`src/rtl/group_pkg.sv`:
```
// Shared width helpers and saturation bounds for the MAC group result drain.
package group_pkg;

  localparam int unsigned DEF_GROUP_NB  = 4;
  localparam int unsigned DEF_IMG_WIDTH = 16;
  localparam int unsigned DEF_KER_WIDTH = 16;
  localparam int unsigned DEF_OUT_WIDTH = 16;
  localparam int unsigned DEF_SHIFT     = 8;

  // Accumulator width: full product plus one guard bit for accumulation sign.
  function automatic int unsigned res_width(input int unsigned img_w, input int unsigned ker_w);
    return img_w + ker_w + 1;
  endfunction

  function automatic int unsigned clog2_min1(input int unsigned n);
    int unsigned w;
    w = 0;
    while ((64'd1 << w) < 64'(n)) w++;
    return (w == 0) ? 1 : w;
  endfunction

  function automatic longint sat_max(input int unsigned w);
    return (longint'(1) <<< (w - 1)) - longint'(1);
  endfunction

  function automatic longint sat_min(input int unsigned w);
    return -(longint'(1) <<< (w - 1));
  endfunction

endpackage

```
`src/rtl/group_result_drain_round_sat.sv`:
```
// Round-half-up arithmetic right shift followed by signed saturation.
module round_sat
  import group_pkg::*;
#(
  parameter int unsigned RES_W     = 33,
  parameter int unsigned OUT_WIDTH = 16,
  parameter int unsigned SHIFT     = 8
) (
  input  logic signed [RES_W-1:0]     din,
  output logic signed [OUT_WIDTH-1:0] dout
);

  localparam int unsigned EXT_W = RES_W + 1;
  localparam logic signed [EXT_W-1:0] MAX_V = EXT_W'(sat_max(OUT_WIDTH));
  localparam logic signed [EXT_W-1:0] MIN_V = EXT_W'(sat_min(OUT_WIDTH));

  logic signed [EXT_W-1:0] ext;
  logic signed [EXT_W-1:0] shifted;

  // One extra bit keeps the rounding add from wrapping at the positive limit.
  assign ext = EXT_W'(din);

  generate
    if (SHIFT == 0) begin : g_noshift
      assign shifted = ext;
    end else begin : g_shift
      localparam logic signed [EXT_W-1:0] HALF = EXT_W'(longint'(1) <<< (SHIFT - 1));
      assign shifted = (ext + HALF) >>> SHIFT;
    end
  endgenerate

  always_comb begin
    dout = OUT_WIDTH'(shifted);
    if (shifted > MAX_V)      dout = OUT_WIDTH'(MAX_V);
    else if (shifted < MIN_V) dout = OUT_WIDTH'(MIN_V);
  end

endmodule

```
`src/rtl/group_result_drain.sv`:
```
// Captures GROUP_NB MAC results into a ping-pong buffer and streams them out
// one rounded/saturated element per valid/ready transfer.
module group_result_drain
  import group_pkg::*;
#(
  parameter  int unsigned GROUP_NB  = DEF_GROUP_NB,
  parameter  int unsigned IMG_WIDTH = DEF_IMG_WIDTH,
  parameter  int unsigned KER_WIDTH = DEF_KER_WIDTH,
  parameter  int unsigned OUT_WIDTH = DEF_OUT_WIDTH,
  parameter  int unsigned SHIFT     = DEF_SHIFT,
  localparam int unsigned RES_W     = res_width(IMG_WIDTH, KER_WIDTH),
  localparam int unsigned IDX_W     = clog2_min1(GROUP_NB)
) (
  input  logic                      clk,
  input  logic                      rst,
  input  logic [GROUP_NB*RES_W-1:0] res,
  input  logic                      res_val,
  output logic                      res_rdy,
  output logic [OUT_WIDTH-1:0]      out_data,
  output logic [IDX_W-1:0]          out_idx,
  output logic                      out_last,
  output logic                      out_val,
  input  logic                      out_rdy,
  output logic                      ovf,
  input  logic                      ovf_clr
);

  localparam logic [IDX_W-1:0] LAST_IDX = IDX_W'(GROUP_NB - 1);

  logic signed [RES_W-1:0] bank [2][GROUP_NB];

  logic [1:0]       count, count_nxt;
  logic             wr_ptr, wr_ptr_nxt;
  logic             rd_ptr, rd_ptr_nxt;
  logic [IDX_W-1:0] idx, idx_nxt;
  logic             ovf_nxt;

  logic                        cap, drop, xfer, last_xfer;
  logic signed [RES_W-1:0]     rd_elem;
  logic signed [OUT_WIDTH-1:0] conv;

  // Handshake qualifiers, all derived from registered state.
  assign cap       = res_val & (count != 2'd2);
  assign drop      = res_val & (count == 2'd2);
  assign xfer      = (count != 2'd0) & out_rdy;
  assign last_xfer = xfer & (idx == LAST_IDX);

  // State register
  always_ff @(posedge clk or negedge rst) begin
    if (!rst) begin
      count  <= 2'd0;
      wr_ptr <= 1'b0;
      rd_ptr <= 1'b0;
      idx    <= '0;
      ovf    <= 1'b0;
    end else begin
      count  <= count_nxt;
      wr_ptr <= wr_ptr_nxt;
      rd_ptr <= rd_ptr_nxt;
      idx    <= idx_nxt;
      ovf    <= ovf_nxt;
    end
  end

  // Bank storage carries no reset; occupancy is tracked by count alone.
  always_ff @(posedge clk) begin
    if (cap) begin
      for (int i = 0; i < int'(GROUP_NB); i++) begin
        bank[wr_ptr][i] <= res[i*RES_W +: RES_W];
      end
    end
  end

  // Next-state logic
  always_comb begin
    count_nxt  = count;
    wr_ptr_nxt = wr_ptr;
    rd_ptr_nxt = rd_ptr;
    idx_nxt    = idx;
    ovf_nxt    = ovf;

    if (cap) wr_ptr_nxt = ~wr_ptr;

    if (xfer) begin
      if (idx == LAST_IDX) begin
        idx_nxt    = '0;
        rd_ptr_nxt = ~rd_ptr;
      end else begin
        idx_nxt = idx + IDX_W'(1);
      end
    end

    unique case ({cap, last_xfer})
      2'b10:   count_nxt = count + 2'd1;
      2'b01:   count_nxt = count - 2'd1;
      default: count_nxt = count;
    endcase

    // A drop in the same cycle as a clear keeps the flag set.
    if (drop)         ovf_nxt = 1'b1;
    else if (ovf_clr) ovf_nxt = 1'b0;
  end

  assign rd_elem = bank[rd_ptr][idx];

  round_sat #(
    .RES_W     (RES_W),
    .OUT_WIDTH (OUT_WIDTH),
    .SHIFT     (SHIFT)
  ) u_round_sat (
    .din  (rd_elem),
    .dout (conv)
  );

  // Output decode
  always_comb begin
    res_rdy  = (count != 2'd2);
    out_val  = (count != 2'd0);
    out_idx  = idx;
    out_last = 1'b0;
    out_data = '0;
    if (count != 2'd0) begin
      out_last = (idx == LAST_IDX);
      out_data = OUT_WIDTH'(conv);
    end
  end

endmodule

```
`config.mk`:
```
export PLATFORM = sky130hd
export DESIGN_NAME = group_result_drain
export DESIGN_NICKNAME = d
export VERILOG_FILES = /design/src/rtl/group_pkg.sv /design/src/rtl/group_result_drain_round_sat.sv /design/src/rtl/group_result_drain.sv
export SDC_FILE = /design/constraint.sdc
export NUM_CORES = 1
export LEC_CHECK = 0
export CORE_ASPECT_RATIO = 0.7
export CORE_UTILIZATION = 40
export CTS_CLUSTER_DIAMETER = 50
export DETAILED_ROUTE_END_ITERATION = 10
export GPL_TIMING_DRIVEN = 0
export PLACE_DENSITY_LB_ADDON = 0.05
export SYNTH_ARGS = -nofsm -noshare
export SYNTH_HDL_FRONTEND = slang
export SYNTH_HIERARCHICAL = 1
export SYNTH_SLANG_ARGS = --single-unit
```
`constraint.sdc`:
```
create_clock -name clk -period 10 [get_ports clk]
set_clock_uncertainty 0.15 [all_clocks]
set_input_delay 1 -clock clk [delete_from_list [all_inputs] [get_ports clk]]
set_output_delay 1 -clock clk [all_outputs]
set_load 0.01 [all_outputs]
```
* Word-level counts from Yosys, hierarchy flattened
Memories as Yosys holds them, arrays and structs flattened.
Index checks and enable logic that the tools add are counted.
Widths: inputs -> output; s select.
** Operators by class
- Equal/unequal tests :: 5
- Multipliers :: 0
- Reductions and logical operators :: 4
- Div/mod/pow operators :: 0
- Shift operators :: 0
- Add/sub/neg operators :: 4
- Multiplexer cells :: 13
- $lt $le $gt $ge :: 3
- Bitwise operators :: 7
** Operators by type and width (number)
- $bmux 33 s2 :: 1
- $mux 33 :: 2
- $mux 16 :: 3
- $add 33x9->34 const B :: 1
- $gt 26x16->1 const B :: 1
- $lt 26x16->1 const B :: 1
- $eq 2x2->1 const B :: 3
- $reduce_bool 2->1 :: 3
- $mux 1 :: 5
- $add 2x1->2 const B :: 2
- $and 1x1->1 :: 4
- $pmux 2 s2 :: 1
- $ge 3x3->1 const B :: 1
- $not 2->3 :: 1
- $eq 2x1->1 const B :: 1
- $mux 2 :: 1
- $ne 2x2->1 const B :: 1
- $not 1->1 :: 2
- $reduce_and 2->1 :: 1
- $sub 2x1->2 const B :: 1
** Storage, ports and cells
- Input port bits :: 137
- ROM bits :: 0
- Memories :: 1
- Output and inout bits :: 22
- Logic and storage cells :: 42
- Latch bits :: 0
- Register bits :: 7
- Memory bits (writable) :: 264
** Memories
- bank :: depth 2, bits a word 132, rd ports 1, clocked after Yosys merged registers in 0, write ports 1, RTL line group_result_drain.sv:30 : logic signed [RES_W-1:0] bank [2][GROUP_NB];

* Logic depth before layout (Yosys ltp)
- Depth in word-level cells :: 9
- Mapped depth :: 16
- Mapped depth without buffers :: 11

* By module
The synthesis kept the hierarchy.
** By module, submodules not included
- group_result_drain :: area an instance 10465.0 um^2, cells an instance 429, times used 1, seq. area each 8102.8 um^2
- round_sat :: area an instance 817.0 um^2, cells an instance 123, times used 1, seq. area each 0.0 um^2

* Least setup slack after synthesis
Ideal clock, no wire load.
- Path kind :: input port to flip-flop
- Start point :: in res_val
- End point :: mem bank[0][0] (netlist bit) (enable)
- Arrival :: 6581 ps
- Required time :: 9225 ps
- Stages on the path :: 2
- Path slack :: 2644 ps
- Cell sequence :: nand2_1 > nor2_1
** On the way
- Word-level cells in the longest chain between the ends :: 3
** Ends and longest elaborated chain
- start, declared :: RTL line group_result_drain.sv:17 : input logic res_val,
- $and 1x1->1 :: RTL line group_result_drain.sv:43 : assign cap = res_val & (count != 2'd2);
- $mux 1 :: RTL line group_result_drain.sv:67 : if (cap) begin
- $mux 1 (not written as such) :: RTL line group_result_drain.sv:69 : bank[wr_ptr][i] <= res[i*RES_W +: RES_W];
- end, declared :: RTL line group_result_drain.sv:30
No other way between the ends.

* Final worst setup path
- Start point :: reg idx[1] (netlist: out_idx[1])
- End point :: out out_data[7]
** On the way
- Word-level cells in the longest chain between the ends :: 9
- Elaborated cells between the ends (all ways) :: 10
** Ends and longest elaborated chain
- start, declared :: RTL line group_result_drain.sv:35 : logic [IDX_W-1:0] idx, idx_nxt;
- start signal, assigned :: RTL line group_result_drain.sv:60 : idx <= idx_nxt;
- $not 2->3 (not written as such) (*) :: RTL line group_result_drain.sv:104 : assign rd_elem = bank[rd_ptr][idx];
- $bmux 33 s2 (*) :: RTL line group_result_drain.sv:104
- $mux 33 (not written as such) (*) (2 in series) :: RTL line group_result_drain.sv:104
- via rd_elem[7] :: RTL line group_result_drain.sv:39 : logic signed [RES_W-1:0] rd_elem;
- $add 33x9->34 (*) :: RTL line group_result_drain_round_sat.sv:28 : assign shifted = (ext + HALF) >>> SHIFT;
- $lt 26x16->1 :: RTL line group_result_drain_round_sat.sv:35 : else if (shifted < MIN_V) dout = OUT_WIDTH'(MIN_V);
- $mux 16 :: RTL line group_result_drain_round_sat.sv:35
- $mux 16 (*) :: RTL line group_result_drain_round_sat.sv:34 : if (shifted > MAX_V) dout = OUT_WIDTH'(MAX_V);
- via conv[7] :: RTL line group_result_drain.sv:40 : logic signed [OUT_WIDTH-1:0] conv;
- $mux 16 (*) :: RTL line group_result_drain.sv:122 : if (count != 2'd0) begin
- end, declared :: RTL line group_result_drain.sv:19 : output logic [OUT_WIDTH-1:0] out_data,
Mark *: on every way through the listed nets, which the timed path passes. The rest lies on a longest branch. The select of a mux whose other input is x is not followed.

==> results.md <==
* Post-Syn Nets at 615
* Layout cells sized above 1 at 0.228
* All-Layer GR Usage at 0.166
* Antenna viol nets, final at 0
* CTS tree: yes
* Width of the die at 183 um
* Relative slew slack at 0.441
* Setup_tns at 0 ps
* Pwr per Cell Area at 323 nW/um2
* Post-place setup slack at 4210 ps
* Register area at 6420 um2
* Count of final max-slew check failures at 0
* First-pass GRT wire length at 29.1 mm
* Avg Cell Area, Syn at 19.3 um2
* Number of antenna diodes at 0
* Met1 Resource Use GR at 0.229
* Grt ovf at 0
* Crit end category: primary output
* WL final at 18.9 mm
* Period minus WS final at 6320 ps
* Most Used Layer, Global Route: met2
* Clock transition at the registers of the reported paths at 60 ps
* Vias/cell at 5.12
* P&R area growth vs syn at 27.5%
* Total power at 0.00379 W
* Mapped Cells at 475
* Status: finished, final reports clean
* Port Buffers at 130
* Max incr delay on CP at 580 ps
* Worst EP arrival at 5170 ps
* Worst-Margin Slew at 839 ps
* Vias in the first global route at 5145
* Num CTS Buffers at 23
* Worst Setup Slack, final at 3680 ps
* CP startpoint kind: register
* Hold_ws at 370 ps
* Max cap viols at 0
* YS warnings at 6
* CTS max path bufs at 3
* WS Path Type: register to primary output
* Die Y at 129 um
* Multi-input logic area at 2560 um2
* Final setup vio count at 0
* Slowest CP cell: or4_4
* Via count at 4894
* Root Buffer: clkbuf_16
* CTS sink cnt at 215
* HP Class: register to register
* Peak VDD IR at 188 uV
* Core Util, Final at 0.530
* Die area at 23600 um2
* Maximum operating frequency at 158 MHz
* Critical path, cell by cell: buf_2 > buf_2 > mux4_2 > mux2_4 > ha_1 > nand3_1 > or4_4 > buf_6 > o31ai_1 > o221ai_2 > o31ai_4 > buf_6 > o21ai_1 > and2_1 > clkdlybuf4s50_1
* Met2 Use GR at 0.272
* Period Utilization, post-route at 0.632
* Routability cong. at 0.818
* Worst EP required at 8850 ps
* Initial core utilization at 0.416
* CTS resizes at 0
* Global routing usage on met3 at 0.0345
* H-tree Lvls at 1
* I/O Pins at 159
* Core footprint at 22100 um2
* First DRT Iteration DRCs at 255
* RSZ-0062 raised after global routing: no
* Clk Latency, worst-skew pair at 500 ps
* Pleak at 3.87 nW
* Row count at 45
* Synthesized area at 9180 um2
* Number of fill cells at 1828
* Post-CTS Hold Fix Bufs at 0
* Maximum number of pins on one net before global-route repair at 57
* Final Hold Vio Count at 0
* Post-CTS Setup Bufs at 0
* Drc violations at 0
* Mean routed wirelength per cell at 19.8 um
* Initial antenna violation count at 0
* 1st-pass router iterations at 7
* Worst Path Max Fanout at 10
* Layout net count at 774
* WP buf/inv at 5
* Crit path max-delay family: buffers and inverters
* Detail Placement HPWL at 13.3 mm
worst register-to-register path: cells and delay by family, from the launching register on:
| kind | cells | cell delay, ps |
|---|---|---|
| buffers and inverters | 2 | 500 |
| AND/OR/NAND/NOR | 3 | 1010 |
| flip-flops | 1 | 410 |
cell usage in the layout (no fill, tap or decap), types with 3 or more instances in the layout:
cell / n
nand4_1: 7
o21ai_0: 8
nor3_1: 7
edfxtp_1: 208
and3_1: 5
nand2_1: 16
xor2_1: 10
xnor2_1: 11
dfrtp_1: 7
buf_6: 3
nor2_1: 8
clkbuf_16: 23
o21ai_2: 3
clkdlybuf4s50_1: 130
clkinv_2: 4
ha_1: 3
nand3_1: 7
clkbuf_1: 12
o22ai_1: 3
and2_1: 18
inv_1: 7
mux2_2: 10
mux4_2: 52
buf_12: 7
mux2_4: 17
buf_2: 7
a21oi_1: 7
o21ai_1: 7
where the power goes:
group	leakage [nW]	switching (W)	internal [W]
clock network	0.362	0.000335	0.000492
logic	1.49	0.000866	0.000811
registers	2.02	0.0000526	0.00123
total	3.87	0.00125	0.00253
state kept, by name, summed over array words and instances, names as in the netlist:
register,flops
rd_ptr,1
bank,208
out_idx,2
wr_ptr,1
ovf,1
count,2
path summary, 6_finish.rpt:
check,from,to,slack (ps),cells after the start
max,out_idx[1],out_data[7],3680,15
min,count[1],count[1],370,1
max reg2reg,count[0],bank[0][57],7620,5
min reg2reg,count[1],count[1],370,1
max in group asynchronous,rst,rd_ptr,8820,1
min in group asynchronous,rst,count[1],620,1
layer usage:
layer | vias up | share of wire
met1 | 2482 | 0.46
met2 | 124 | 0.48
met3 | 33 | 0.048
met5 | - | 0
li1 | 2255 | -
met4 | 0 | 0.019
through the flow:
| stage | cell area (um2) | std cells |
|---|---|---|
| 4_1_cts | 11700 | 955 |
| 6_report | 11700 | 955 |
| 2_1_floorplan | 9180 | 475 |
| 5_1_grt | 11700 | 955 |
| 3_3_place_gp | 10900 | 910 |
| 3_5_place_dp | 11000 | 914 |
cell type report:
type | instances | area share
repair buffers | 134 | 0.119
multi-input cells | 229 | 0.218
well taps | 305 | 0.0326
clock buffers | 30 | 0.0531
inverters | 7 | 0.00224
flip-flops and latches | 215 | 0.548
plain buffers | 24 | 0.0163
clock inverters | 11 | 0.0103
(Power assumes the default switching activity.)
